**src/rtl/a2d_scan_pkg.sv**
```systemverilog
// a2d_scan_pkg: shared types and helpers for the A2D scan sequencer
package a2d_scan_pkg;

    localparam int CMD_W = 16;

    typedef enum logic [2:0] {
        S_IDLE,
        S_CMD,
        S_PAUSE,
        S_READ,
        S_ACC
    } state_t;

    function automatic logic [CMD_W-1:0] mk_cmd(input logic [2:0] ch);
        return {2'b00, ch, 11'b0};
    endfunction

endpackage

```
**src/rtl/a2d_scan_ctrl_if.sv**
```systemverilog
// a2d_scan_ctrl_if: command/response link between the sequencer and the SPI master
interface a2d_scan_ctrl_if;
    import a2d_scan_pkg::*;

    logic             wrt;
    logic [CMD_W-1:0] cmd;
    logic             done;
    logic [15:0]      rd_data;

    modport master (output wrt, cmd, input done, rd_data);
    modport slave  (input wrt, cmd, output done, rd_data);

endinterface

```
**src/rtl/a2d_avg_acc.sv**
```systemverilog
// a2d_avg_acc: sums 2^AVG_LOG2 samples and yields their floored mean
module a2d_avg_acc #(
    parameter int  RES_W    = 12,
    parameter int  AVG_LOG2 = 0,
    localparam int CNT_W    = AVG_LOG2 > 0 ? AVG_LOG2 : 1,
    localparam int ACC_W    = RES_W + AVG_LOG2
) (
    input  logic             clk,
    input  logic             rst,
    input  logic             clr,
    input  logic             add,
    input  logic             commit,
    input  logic [RES_W-1:0] sample,
    output logic             last,
    output logic [RES_W-1:0] avg
);
    logic [ACC_W-1:0] acc_q, acc_d, sum;
    logic [CNT_W-1:0] cnt_q, cnt_d;

    // The running sum plus the sample in hand always fits ACC_W bits.
    assign sum  = acc_q + ACC_W'(sample);
    assign avg  = RES_W'(sum >> AVG_LOG2);
    assign last = cnt_q == CNT_W'((1 << AVG_LOG2) - 1);

    // Add a sample and count it, or drop back to empty after a commit.
    always_comb begin
        acc_d = (clr || commit) ? '0 : add ? sum : acc_q;
        cnt_d = (clr || commit) ? '0 : add ? cnt_q + 1'b1 : cnt_q;
    end

    // Accumulator and sample-count registers.
    always_ff @(posedge clk) begin
        if (rst) begin
            acc_q <= '0;
            cnt_q <= '0;
        end else begin
            acc_q <= acc_d;
            cnt_q <= cnt_d;
        end
    end

endmodule

```
**src/rtl/a2d_scan_ctrl.sv**
```systemverilog
// a2d_scan_ctrl: round-robin A2D channel sequencer driving a 16-bit SPI master
module a2d_scan_ctrl
    import a2d_scan_pkg::*;
#(
    parameter int                  NUM_CH    = 3,
    parameter logic [NUM_CH*3-1:0] CH_MAP    = {3'd5, 3'd4, 3'd0},
    parameter int                  RES_W     = 12,
    parameter int                  AVG_LOG2  = 0,
    parameter int                  PAUSE_CYC = 1,
    localparam int                 SLOT_W    = NUM_CH > 1 ? $clog2(NUM_CH) : 1
) (
    input  logic                    clk,
    input  logic                    rst,
    input  logic                    nxt,
    input  logic                    auto_en,
    a2d_scan_ctrl_if.master         spi,
    output logic [NUM_CH*RES_W-1:0] res,
    output logic [NUM_CH-1:0]       res_vld,
    output logic                    cnv_done,
    output logic [SLOT_W-1:0]       cnv_slot,
    output logic                    busy
);
    localparam int PCW = PAUSE_CYC > 1 ? $clog2(PAUSE_CYC) : 1;

    state_t                         state_q, state_d;
    logic [PCW-1:0]                 pcnt_q, pcnt_d;
    logic [SLOT_W-1:0]              ptr_q, ptr_d;
    logic [RES_W-1:0]               smp_q, smp_d;
    logic [CMD_W-1:0]               cmd_q, cmd_d;
    logic                           wrt_q, wrt_d;
    logic [NUM_CH-1:0][RES_W-1:0]   bank_q, bank_d;
    logic [NUM_CH-1:0]              vld_q, vld_d;
    logic                           cnv_q, cnv_d;
    logic [SLOT_W-1:0]              slot_q, slot_d;
    logic                           busy_q, busy_d;
    logic                           acc_add, acc_commit, acc_last;
    logic [RES_W-1:0]               acc_avg;
    logic                           unused_rd;

    assign spi.wrt   = wrt_q;
    assign spi.cmd   = cmd_q;
    assign res       = bank_q;
    assign res_vld   = vld_q;
    assign cnv_done  = cnv_q;
    assign cnv_slot  = slot_q;
    assign busy      = busy_q;
    assign unused_rd = ^spi.rd_data;

    a2d_avg_acc #(
        .RES_W    (RES_W),
        .AVG_LOG2 (AVG_LOG2)
    ) u_acc (
        .clk    (clk),
        .rst    (rst),
        .clr    (state_q == S_IDLE),
        .add    (acc_add),
        .commit (acc_commit),
        .sample (smp_q),
        .last   (acc_last),
        .avg    (acc_avg)
    );

    // Sequence command, pause, read-back and accumulate; commit after the last sample.
    always_comb begin
        state_d    = state_q;
        pcnt_d     = pcnt_q;
        ptr_d      = ptr_q;
        cmd_d      = cmd_q;
        wrt_d      = 1'b0;
        bank_d     = bank_q;
        vld_d      = vld_q;
        cnv_d      = 1'b0;
        slot_d     = slot_q;
        acc_add    = 1'b0;
        acc_commit = 1'b0;
        smp_d      = (state_q == S_READ && spi.done) ? spi.rd_data[RES_W-1:0] : smp_q;
        case (state_q)
            S_IDLE: begin
                if (nxt || auto_en) begin
                    state_d = S_CMD;
                    wrt_d   = 1'b1;
                    cmd_d   = mk_cmd(CH_MAP[3*ptr_q +: 3]);
                end
            end
            S_CMD: begin
                if (spi.done) begin
                    state_d = S_PAUSE;
                    pcnt_d  = '0;
                end
            end
            S_PAUSE: begin
                state_d = (pcnt_q == PCW'(PAUSE_CYC - 1)) ? S_READ : S_PAUSE;
                wrt_d   = pcnt_q == PCW'(PAUSE_CYC - 1);
                pcnt_d  = pcnt_q + 1'b1;
            end
            S_READ: begin
                if (spi.done) state_d = S_ACC;
            end
            S_ACC: begin
                if (!acc_last) begin
                    acc_add = 1'b1;
                    state_d = S_CMD;
                    wrt_d   = 1'b1;
                end else begin
                    acc_commit    = 1'b1;
                    state_d       = S_IDLE;
                    cmd_d         = '0;
                    bank_d[ptr_q] = acc_avg;
                    vld_d[ptr_q]  = 1'b1;
                    cnv_d         = 1'b1;
                    slot_d        = ptr_q;
                    ptr_d         = (ptr_q == SLOT_W'(NUM_CH - 1)) ? '0 : ptr_q + 1'b1;
                end
            end
            default: state_d = S_IDLE;
        endcase
        busy_d = state_d != S_IDLE;
    end

    // All state and outputs are registered; reset returns everything to zero.
    always_ff @(posedge clk) begin
        if (rst) begin
            state_q <= S_IDLE;
            pcnt_q  <= '0;
            ptr_q   <= '0;
            smp_q   <= '0;
            cmd_q   <= '0;
            wrt_q   <= 1'b0;
            bank_q  <= '0;
            vld_q   <= '0;
            cnv_q   <= 1'b0;
            slot_q  <= '0;
            busy_q  <= 1'b0;
        end else begin
            state_q <= state_d;
            pcnt_q  <= pcnt_d;
            ptr_q   <= ptr_d;
            smp_q   <= smp_d;
            cmd_q   <= cmd_d;
            wrt_q   <= wrt_d;
            bank_q  <= bank_d;
            vld_q   <= vld_d;
            cnv_q   <= cnv_d;
            slot_q  <= slot_d;
            busy_q  <= busy_d;
        end
    end

endmodule
```
**src/flat_wrapper.sv**
```systemverilog
// flat-port wrapper written by rule: the top's interface ports become plain ports
module a2d_scan_ctrl_flat import a2d_scan_pkg::*;
#(
    parameter int                  NUM_CH    = 3,
    parameter logic [NUM_CH*3-1:0] CH_MAP    = {3'd5, 3'd4, 3'd0},
    parameter int                  RES_W     = 12,
    parameter int                  AVG_LOG2  = 0,
    parameter int                  PAUSE_CYC = 1,
    localparam int                 SLOT_W    = NUM_CH > 1 ? $clog2(NUM_CH) : 1
)
  (clk, rst, nxt, auto_en, res, res_vld, cnv_done, cnv_slot, busy, spi_wrt, spi_cmd, spi_done, spi_rd_data);
  a2d_scan_ctrl_if spi_i ();
  input  logic clk;
  input  logic rst;
  input  logic nxt;
  input  logic auto_en;
  output logic [NUM_CH*RES_W-1:0] res;
  output logic [NUM_CH-1:0] res_vld;
  output logic cnv_done;
  output logic [SLOT_W-1:0] cnv_slot;
  output logic busy;
  output wire logic [$bits(spi_i.wrt)-1:0] spi_wrt;
  output wire logic [$bits(spi_i.cmd)-1:0] spi_cmd;
  input wire logic [$bits(spi_i.done)-1:0] spi_done;
  input wire logic [$bits(spi_i.rd_data)-1:0] spi_rd_data;
  assign spi_wrt = spi_i.wrt;
  assign spi_cmd = spi_i.cmd;
  assign spi_i.done = spi_done;
  assign spi_i.rd_data = spi_rd_data;
  a2d_scan_ctrl #(.NUM_CH(NUM_CH), .CH_MAP(CH_MAP), .RES_W(RES_W), .AVG_LOG2(AVG_LOG2), .PAUSE_CYC(PAUSE_CYC)) u_core (.clk(clk), .rst(rst), .nxt(nxt), .auto_en(auto_en), .spi(spi_i), .res(res), .res_vld(res_vld), .cnv_done(cnv_done), .cnv_slot(cnv_slot), .busy(busy));
endmodule
```
**config.mk**
```make
export PLATFORM = sky130hd
export DESIGN_NAME = a2d_scan_ctrl_flat
export DESIGN_NICKNAME = d
export VERILOG_FILES = /design/src/rtl/a2d_scan_pkg.sv /design/src/rtl/a2d_scan_ctrl_if.sv /design/src/rtl/a2d_avg_acc.sv /design/src/rtl/a2d_scan_ctrl.sv /design/src/flat_wrapper.sv
export SDC_FILE = /design/constraint.sdc
export NUM_CORES = 1
export LEC_CHECK = 0
export ABC_CLOCK_PERIOD_IN_PS = 4200
export BUFFER_PORTS_ARGS = -buffer_cell sky130_fd_sc_hd__clkbuf_2
export CORE_ASPECT_RATIO = 0.75
export CORE_MARGIN = 3
export CORE_UTILIZATION = 57
export DETAILED_ROUTE_END_ITERATION = 7
export PLACE_DENSITY = 0.84
export SLEW_MARGIN = 20
export SYNTH_ARGS = -nofsm -noshare
export SYNTH_HDL_FRONTEND = slang
export SYNTH_SLANG_ARGS = --single-unit
```
**constraint.sdc**
```tcl
create_clock -name clk -period 4.2 [get_ports clk]
set_clock_uncertainty 0.15 [all_clocks]
set_input_delay 1.26 -clock clk [delete_from_list [all_inputs] [get_ports clk]]
set_output_delay 1.26 -clock clk [all_outputs]
set_load 0.05 [all_outputs]
```
==> impl_results.md, run 1 <==
* TNS Setup at 0 ps
* Critical Path Source: u_core.u_acc.acc_q[0]$_SDFFE_PP0P_
* Skew-Pair Late Insertion Delay at 360 ps
* Period utilisation layout at 63.7%
* FILL cells at around 460
* Number of synthesized flops with an enable pin at 0
* Routed vias at between 3,000 and 4,000
* Synthesized area per cell at 8.11 sq um
* Total I/O pin count at about 80
* Data arrival, critical path at around 2800 ps
* Hold-fix buffer count after cts at 0
* CP Capture Type: register
* Row cnt at 23
* Most frequent cells in the layout: 89 x nand2_1, 77 x dfxtp_1, 67 x a21oi_1
* Total wire length at 8190 um
* Number of global-route vias before repair at 2,833
* Main combinational cell family by area after synthesis: simple AND/OR/NAND/NOR gates
* Initial core utilization at slightly above 60%
* CTS H-tree lvls at 3
* CTS max path bufs at 2
* Predominant post-synthesis flop cell: dfxtp_1
* First-pass GRT wire length at roughly 13,000 um
* Multiplexer area fraction after synthesis at less than 1%
* CP startpoint kind: register
* RD Place Congestion at 0.871
* CP Class: reg2reg
* I/O Buffers at 62
* ANT cells at 0
* Largest net degree at the start of global routing at 50
* Root Buffer: clkbuf_8
* Post-synth cell types at 48
* Crit path max fanout at 5
* GRT Total Usage at 24.8%
* Worst-path clk slew at ~80 ps
* Post-Synth XOR/XNOR Area at between 1.5 and 2%
* DP HPWL at about 5700 um
* Mapped cell area at approximately 3400 sq um
* Max-slew violation count at 0
* Die area at ~7000 sq um
* Cell Area, Placed at between 3000 and 4000 sq um
* R2R Path Start: u_core.u_acc.acc_q[0]$_SDFFE_PP0P_
* Register area share after synthesis at 45.0%
* Slew margin rel. at 46.4%
* Total congestion overflow at 0
* Post_cts resized at 0
* Max-Cap Viols at 0
* Fin area at between 3000 and 4000 sq um
* CTS tree: built
* Final nets at a little over 500
* DRC viols at 0
* CTS Buf Count at 9
* # Post-CTS Setup Buffers at 0
* Initial antenna violation count at 0
* Drt initial violations at ~160
* Area fraction in compound gates after synthesis at between 10% and 20%
* Share of layout cells above drive strength 1 at a little under a fifth
* P_leak at 1.64 nW
* Final hold vios at 0
* Hold Path Class: reg2reg
* Unrepaired setup endpoints after global routing: no
* Core area at about 5600 sq um
* Status: finished, final reports clean
* Hold_sp: u_core.res[8]$_SDFFE_PP0P_
* Via-per-instance ratio at roughly 5.5
* Commonest non-fill, non-tap cell in the layout: nand2_1
* Adder-cell share of the synthesized area at ~5.7%
* Final-report setup violation count at 0
* Asr flop ratio synth at 0%
* FF+latch count, synth at 77
* First-pass DRT Iterations at 4
* CTS sink cnt at 77
* Slew @ Worst Pin at between 800 and 900 ps
* Worst endpoint required time at 4270 ps
* Simple-Gate Fraction of Synth Area at 22.5%
* Wire per inst at about 15 um
* DIE WIDTH at 95.5 um
* Power density over the cells at a little under 400 nW/um^2
* Min Tclk post-route at 2680 ps
* Die Y at about 73 um
* Routed Antenna Nets at 0
* Maximum vdd ir drop at 267 uV
* FMAX at ~370 MHz
* Synth warn at 0
* P&R area growth vs syn at 15.0%
* Synthesized instance count at between 400 and 500
-- registers in the layout (all words and copies together) (netlist names) --
name / count
u_core.busy: 1
u_core.cnv_done: 1
u_core.cnv_slot: 2
u_core.pcnt_q: 1
u_core.ptr_q: 2
u_core.res: 36
u_core.res_vld: 3
u_core.smp_q: 12
u_core.spi.cmd: 2
u_core.spi.wrt: 1
u_core.state_q: 3
u_core.u_acc.acc_q: 12
u_core.u_acc.cnt_q: 1
-- critical path: stages, from the launching register on --
cell and delay, ps:
dfxtp_1 320, ha_1 220, fa_1 410, a21o_1 230, a221oi_2 450, xor2_1 500, nor2_1 90, a21oi_1 140
nor2_1 50
-- report_power, final --
| part | leakage, nW | switching [mW] | total [mW] | internal, mW |
|---|---|---|---|---|
| registers | 0.621 | 0.00739 | 0.746 | 0.738 |
| clock network | 0.121 | 0.278 | 0.678 | 0.400 |
| logic | 0.895 | 0.0865 | 0.111 | 0.0246 |
-- cells by family (layout without fill, tap and decap cells) --
family / Yosys count / after routing
and+or+nand+nor: 179 / 179
muxes: 1 / 1
xor gates and xnor gates: 6 / 6
other: 1 / 14
AOI/OAI and AO/OA: 103 / 103
DFF: 77 / 77
adders and majority gates: 15 / 15
buffers and inverters: 40 / 85
-- cell type report --
type / count / area, sq um / share of cell area [%]
flip-flops and latches: 77 / 1540 / 39.2
clock inverters: 6 / 116 / 2.96
inverters: 6 / 22.5 / 0.573
multi-input cells: 318 / 1710 / 43.6
clock buffers: 10 / 128 / 3.24
repair buffers: 63 / 318 / 8.08
well taps: 75 / 93.8 / 2.39
-- synthesized netlist by cell type (all sizes together) (2+ instances only) --
cell	number	area [sq um]
o21a	2	15.0
nand2b	5	31.3
nand3	9	45.0
nand2	89	334
o211ai	3	27.5
inv	6	22.5
nor3	5	25.0
a221oi	3	32.5
a21oi	67	335
or3	3	18.8
and3	4	25.0
o21ai	5	25.0
nor2b	4	25.0
buf	18	133
nor2	50	190
ha	14	175
dfxtp	77	1540
and2	3	18.8
xor2	5	43.8
a21o	5	37.5
a211oi	7	52.6
clkbuf	16	60.1
or3b	3	26.3
-- routing by layer --
layer  track usage [%]  wire [um]  vias to the layer above
li1                  -          -                     1516
met1              33.0       3610                     1397
met2              37.0       3620                      108
met3              8.76        823                       17
met4              9.31        138                        0
met5                 0          0                        -
-- per-stage QoR --
| step | instances | setup WS, ps | utilization (%) | total power, mW | hold WS, ps |
|---|---|---|---|---|---|
| 4_1_cts | 555 | 1580 | 70.5 | 1.55 | 310 |
| 3_5_place_dp | 539 | 1570 | 66.1 | 0.873 | 298 |
| 5_1_grt | 555 | 1390 | 70.5 | 1.59 | 326 |
| 2_1_floorplan | 435 | 1990 | - | 0.859 | 289 |
| 3_3_place_gp | 539 | 1550 | 66.1 | 0.870 | 291 |
| 6_report | 555 | 1520 | 70.5 | 1.54 | 307 |
-- worst paths after layout --
kind | end | slack [ps] | cells after the start
hold / removal | u_core.res[8]$_SDFFE_PP0P_ | 310 | 2
hold reg to reg | u_core.res[8]$_SDFFE_PP0P_ | 310 | 2
setup reg to reg | u_core.u_acc.acc_q[6]$_SDFFE_PP0P_ | 1520 | 8
setup / recovery | u_core.u_acc.acc_q[6]$_SDFFE_PP0P_ | 1520 | 8
(Power assumes the default switching activity.)
==> run 2, diff against run 1 <==
- ABC_AREA: not set -> 1
- ABC_CLOCK_PERIOD_IN_PS: 4200 -> 2400
- CORE_UTILIZATION: 57 -> 49
- PLACE_DENSITY: 0.84 -> 0.76
- clock period: 4.2 -> 2.4 ns (I/O delays scaled with it)
==> impl_results.md, run 2 <==
* Status: finished, final reports clean (unchanged)
* Mapped cell area at 3690 sq um (was 3420 sq um)
* Maximum vdd ir drop at 372 uV (was 267 uV)
* Skew-Pair Late Insertion Delay at 360 ps (about the same)
* P&R area growth vs syn at 15.7% (was 15.0%)
* CP Capture Type: register (unchanged)
* Data arrival, critical path at 2160 ps (was 2750 ps)
* CTS Buf Count at 9 (unchanged)
* Slew margin rel. at 65.1% (was 46.4%)
* Post-synth top cells: 94 x nand2_1, 77 x dfxtp_1, 70 x inv_1, 51 x nor2_1, 42 x nand3_1 (was 89 x nand2_1, 77 x dfxtp_1, 67 x a21oi_1, 49 x nor2_1, 17 x buf_4)
* ANT cells at 0 (unchanged)
* Commonest non-fill, non-tap cell in the layout: nand2_1 (unchanged)
* Asr flop ratio synth at 0% (unchanged)
* P_leak at 2.24 nW (was 1.64 nW)
* Synth warn at 0 (unchanged)
* Root Buffer: clkbuf_8 (unchanged)
* RD Place Congestion at 0.882 (was 0.871)
* I/O Buffers at 62 (unchanged)
* Number of global-route vias before repair at 2,949 (was 2,833)
* Number of synthesized flops with an enable pin at 0 (unchanged)
* Dpl cells at 645 (was 539)
* Most frequent cells in the layout: 94 x nand2_1, 77 x dfxtp_1, 70 x inv_1 (was 89 x nand2_1, 77 x dfxtp_1, 67 x a21oi_1)
* CTS max path bufs at 2 (unchanged)
* Max-slew violation count at 0 (unchanged)
* Initial antenna violation count at 0 (unchanged)
* CP startpoint kind: register (unchanged)
* Clk pwr share at 43.7% (was 44.2%)
* First-pass GRT wire length at 13,900 um (was 13,300 um)
* Cell-internal power at 2.03 mW (was 1.16 mW)
* First-pass DRT Iterations at 4 (unchanged)
* Initial core utilization at 52.3% (was 61.3%)
* CTS tree: built (unchanged)
* Synthesized instance count at 496 (was 422)
* Routed Antenna Nets at 0 (unchanged)
* Max reg flops at 36 (unchanged)
* Die area at 8620 sq um (was 6980 sq um)
* Worst-path clk slew at 80 ps (about the same)
* Sw frac at 24.1% (was 24.2%)
* TNS Setup at 0 ps (unchanged)
* CTS H-tree lvls at 3 (unchanged)
* CP Class: reg2reg (unchanged)
* Largest net degree at the start of global routing at 54 (was 50)
* Register area share after synthesis at 41.8% (was 45.0%)
* Total wire length at 8400 um (was 8190 um)
* Unrepaired setup endpoints after global routing: no (unchanged)
* Delay-heaviest family, CP: simple AND/OR/NAND/NOR gates (was compound AO/OA/AOI/OAI gates)
* FF+latch count, synth at 77 (unchanged)
* Core area at 7060 sq um (was 5580 sq um)
* Hold-fix buffer count after cts at 0 (unchanged)
* Final hold vios at 0 (unchanged)
* # Post-CTS Setup Buffers at 0 (unchanged)
* Share of layout cells above drive strength 1 at 17.1% (was 18.1%)
* Most frequent cell after synthesis: nand2_1 (unchanged)
* Die Y at 81.2 um (was 73.1 um)
* DRC viols at 0 (unchanged)
* Top cell type's share of synthesized area at 41.8% (was 45.0%)
* Share of power burned in registers at 48.8% (was 48.6%)
* Finished Layout Cells at 661 (was 555)
* Hold Path Class: reg2reg (unchanged)
* Post_cts resized at 0 (unchanged)
* Max-Cap Viols at 0 (unchanged)
* Final-report setup violation count at 0 (unchanged)
* Drt initial violations at 157 (was 163)
* Post-synth cell types at 32 (was 48)
* DP HPWL at 6200 um (was 5730 um)
* Buf+Inv Stages, Crit Path at 1 (was 0)
* Period utilisation layout at 85.4% (was 63.7%)
* Total congestion overflow at 0 (unchanged)
* Comb power frac at 7.6% (was 7.2%)
* Area leader, netlist: dfxtp_1 (unchanged)
* GRT Total Usage at 20.4% (was 24.8%)
* Via-per-instance ratio at 4.96 (was 5.47)
* DIE WIDTH at 106 um (was 95.5 um)
* Predominant post-synthesis flop cell: dfxtp_1 (unchanged)
* Routed vias at 3,277 (was 3,038)
* Total power at 2.68 mW (was 1.54 mW)
* Worst endpoint required time at 2510 ps (was 4270 ps)
* FMAX at 488 MHz (was 374 MHz)
* Wire per inst at 12.7 um (was 14.7 um)
* Crit path max fanout at 6 (was 5)
* Crit-path cells: ha_1 > nand2_1 > nand3_1 > nand2_1 > nand2_1 > xnor2_1 > nand2_1 > nand2_1 > inv_1 (was ha_1 > fa_1 > a21o_1 > a221oi_2 > xor2_1 > nor2_1 > a21oi_1 > nor2_1)
* Final nets at 594 (was 511)
* Total I/O pin count at 81 (unchanged)
* Switching power total at 0.646 mW (was 0.372 mW)
* Synthesized area per cell at 7.44 sq um (was 8.11 sq um)
* Slew @ Worst Pin at 520 ps (was 801 ps)
* Top cell by count, worst path: nand2_1 (was nor2_1)
* Min Tclk post-route at 2050 ps (was 2680 ps)
* Slowest stage delay, CP at 430 ps (was 500 ps)
* Synth area leaders: dfxtp_1 42%, nand2_1 9.6%, inv_1 7.1% (was dfxtp_1 45%, a21oi_1 9.8%, nand2_1 9.8%)
* Power density over the cells at 626 nW/um^2 (was 390 nW/um^2)
* CTS sink cnt at 77 (unchanged)
* Row cnt at 26 (was 23)
* Crit-path slowest cell: xnor2_1 (was xor2_1)
run 2: changes by cell type in the layout (fill, tap and decap cells not counted), sizes merged, moves of 4 or more:
cell    before  now
a21oi       67   22
a211oi       7    0
nand3        9   44
nor2b        4    0
nor2        50   55
nand2       89   96
and3         4    0
o21ai        5   31
inv          8   75
o21a         2   31
buf          1    6
nand2b       5    0
run 2: path summary, 6_finish.rpt:
path                                                          from                                 end  slack [ps]  depth (start not counted)
worst max-delay path            u_core.u_acc.acc_q[2]$_SDFFE_PP0P_  u_core.u_acc.acc_q[7]$_SDFFE_PP0P_         350                          9
worst min-delay path                u_core.res_vld[0]$_SDFFE_PP0P_      u_core.res_vld[0]$_SDFFE_PP0P_         320                          1
worst max register to register  u_core.u_acc.acc_q[2]$_SDFFE_PP0P_  u_core.u_acc.acc_q[7]$_SDFFE_PP0P_         350                          9
worst min register to register      u_core.res_vld[0]$_SDFFE_PP0P_      u_core.res_vld[0]$_SDFFE_PP0P_         320                          1
run 2: layout make-up:
cell class	instances	area [sq um]
Clock buffer	10	128
Clock inverter	6	111
Fill cell	669	2790
Inverter	75	282
Multi-Input combinational cell	327	1720
Sequential cell	77	1540
Tap cell	98	123
Timing Repair Buffer	68	368
run 2: power by group through the flow:
stage | registers, mW | clock network [mW] | logic, mW
6_report | 1.30 | 1.17 | 0.203
5_1_grt | 1.31 | 1.25 | 0.220
4_1_cts | 1.30 | 1.19 | 0.202
3_5_place_dp | 1.33 | 0 | 0.201
3_3_place_gp | 1.33 | 0 | 0.198
2_1_floorplan | 1.36 | 0 | 0.150
run 2: cells by family (layout without fill, tap and decap cells):
family / after synthesis / after routing / share of synthesized area, %
AND/OR/NAND/NOR: 202 / 202 / 23.8
buffers and inverters: 105 / 159 / 13.0
AO/OA/AOI/OAI: 91 / 91 / 14.8
flip-flops: 77 / 77 / 41.8
adder cells (fa/ha/maj): 15 / 15 / 5.29
XOR/XNOR: 5 / 5 / 1.19
other: 1 / 14 / 0.102
run 2: per-layer routing:
layer,GRT usage [%],wire length (um)
met5,0,0
met4,6.21,89
met3,6.99,651
met2,31.1,3510
met1,27.3,4160
run 2: worst register-to-register path, stage by stage (launching register included):
cell     delay [ps]
dfxtp_1         320
ha_1            370
nand2_1         120
nand3_1         170
nand2_1         100
nand2_1          70
xnor2_1         430
nand2_1         110
nand2_1          80
inv_1            40
run 2: metrics by stage:
stage               area [sq um]  hold WS, ps  util [%]  worst slack [ps]
detailed placement          4030          304      57.1               387
floorplan                   3740          289         -               533
CTS                         4270          322      60.5               376
global placement            4030          296      57.1               423
finish                      4270          318      60.5               350
global route                4270          331      60.5               167
==> run 3, diff against run 2 <==
- MAX_ROUTING_LAYER: not set -> met4
==> impl_results.md, run 3 (synthesis results as in run 2) <==
* Setup Slack @ Placement at 353 ps (was 387 ps)
* Max-slew violation count at 0 (unchanged)
* Routed Antenna Nets at 0 (unchanged)
* ANT cells at 0 (unchanged)
* Hold-fix buffer count after cts at 0 (unchanged)
* First-pass DRT Iterations at 5 (was 4)
* Max-Cap Viols at 0 (unchanged)
* Share of layout cells above drive strength 1 at 17.1% (unchanged)
* Most frequent cells in the layout: 94 x nand2_1, 77 x dfxtp_1, 70 x inv_1 (unchanged)
* P&R area growth vs syn at 16.4% (was 15.7%)
* Post_cts resized at 0 (unchanged)
* Via-per-instance ratio at 4.94 (was 4.96)
* Row cnt at 26 (unchanged)
* Hold Path Class: reg2reg (unchanged)
* Total congestion overflow at 0 (unchanged)
* Final hold vios at 0 (unchanged)
* Worst-path clk slew at 80 ps (about the same)
* Setup ws final at 319 ps (was 350 ps)
* Total wire length at 8240 um (was 8400 um)
* CTS Buf Count at 9 (unchanged)
* Commonest non-fill, non-tap cell in the layout: nand2_1 (unchanged)
* CP startpoint kind: register (unchanged)
* GRT Total Usage at 20.5% (was 20.4%)
* DIE WIDTH at 106 um (unchanged)
* FMAX at 481 MHz (was 488 MHz)
* CP Class: reg2reg (unchanged)
* Period utilisation layout at 86.7% (was 85.4%)
* # Post-CTS Setup Buffers at 0 (unchanged)
* Die Y at 81.2 um (unchanged)
* CTS tree: built (unchanged)
* Total I/O pin count at 81 (unchanged)
* DP HPWL at 6100 um (was 6200 um)
* CTS H-tree lvls at 3 (unchanged)
* Power density over the cells at 645 nW/um^2 (was 626 nW/um^2)
* CTS sink cnt at 77 (unchanged)
* P_leak at 2.25 nW (was 2.24 nW)
* Slew @ Worst Pin at 505 ps (was 520 ps)
* Root Buffer: clkbuf_8 (unchanged)
* Initial core utilization at 52.3% (unchanged)
* Unrepaired setup endpoints after global routing: no (unchanged)
* CP Capture Type: register (unchanged)
* DRC viols at 0 (unchanged)
* Final-report setup violation count at 0 (unchanged)
* Worst endpoint required time at 2500 ps (was 2510 ps)
* Routed vias at 3,266 (was 3,277)
* Die area at 8620 sq um (unchanged)
* Wire per inst at 12.5 um (was 12.7 um)
* RD Place Congestion at 0.904 (was 0.882)
* Number of global-route vias before repair at 2,950 (was 2,949)
* Status: finished, final reports clean (unchanged)
* Initial antenna violation count at 0 (unchanged)
* Largest net degree at the start of global routing at 54 (unchanged)
* Drt initial violations at 226 (was 157)
* Min Tclk post-route at 2080 ps (was 2050 ps)
* First-pass GRT wire length at 13,600 um (was 13,900 um)
* I/O Buffers at 62 (unchanged)
* Data arrival, critical path at 2180 ps (was 2160 ps)
* Final nets at 594 (unchanged)
* Maximum vdd ir drop at 370 uV (was 372 uV)
* Core area at 7060 sq um (unchanged)
* Slew margin rel. at 66.0% (was 65.1%)
* Max reg flops at 36 (unchanged)
* CTS max path bufs at 2 (unchanged)
* Crit path max fanout at 6 (unchanged)
* Skew-Pair Late Insertion Delay at 350 ps (was 360 ps)
* TNS Setup at 0 ps (unchanged)
[run 3: changes by cell type in the layout (fill, tap and decap cells not counted), sizes merged]
cell | before | now
bufinv | 3 | 4
clkinv | 2 | 0
clkinvlp | 1 | 2
[run 3: through the flow]
stage          power, mW  utilization (%)  instance area [sq um]  hold slack, ps  cells
2_1_floorplan       1.51                -                   3740             289    509
3_5_place_dp        1.53             57.1                   4030             306    645
4_1_cts             2.80             60.8                   4300             319    661
6_report            2.77             60.8                   4300             320    661
3_3_place_gp        1.53             57.1                   4030             297    645
5_1_grt             2.88             60.8                   4300             340    661
[run 3: critical path: stages, from the launching register on]
cell and delay (ps):
dfxtp_1 320, ha_1 390, nand2_1 130, nand3_1 190
nand2_1 110, nand2_1 70, xnor2_1 390, nand2_1 120
nand2_1 80, inv_1 40
[run 3: power by group]
group          internal (mW)  total, mW  switching [mW]  leakage (nW)
Sequential              1.29       1.30          0.0113         0.621
Combinational         0.0462      0.204           0.157          1.50
Clock                  0.796       1.26           0.465         0.123
Total                   2.14       2.77           0.634          2.25
[run 3: metal layers]
metal / vias up / wire, um / track usage, %
li1: 1673 / - / -
met4: 0 / 112 / 9.18
met5: - / 0 / -
met3: 14 / 536 / 5.56
met1: 1483 / 4200 / 28.1
met2: 96 / 3390 / 27.9
[run 3: worst paths after layout]
| path | startpoint | end | slack [ps] | cells after the start |
|---|---|---|---|---|
| hold / removal | u_core.res_vld[0]$_SDFFE_PP0P_ | u_core.res_vld[0]$_SDFFE_PP0P_ | 320 | 1 |
| setup / recovery | u_core.u_acc.acc_q[2]$_SDFFE_PP0P_ | u_core.u_acc.acc_q[7]$_SDFFE_PP0P_ | 320 | 9 |
| hold reg to reg | u_core.res_vld[0]$_SDFFE_PP0P_ | u_core.res_vld[0]$_SDFFE_PP0P_ | 320 | 1 |
| setup reg to reg | u_core.u_acc.acc_q[2]$_SDFFE_PP0P_ | u_core.u_acc.acc_q[7]$_SDFFE_PP0P_ | 320 | 9 |
[run 3: area by class of cell]
| class | count | area (sq um) |
|---|---|---|
| tap | 98 | 123 |
| multi-input combinational | 327 | 1720 |
| clock buffer | 10 | 128 |
| inverter | 75 | 282 |
| fill | 669 | 2760 |
| timing repair buffer | 68 | 368 |
| sequential | 77 | 1540 |
| clock inverter | 6 | 135 |
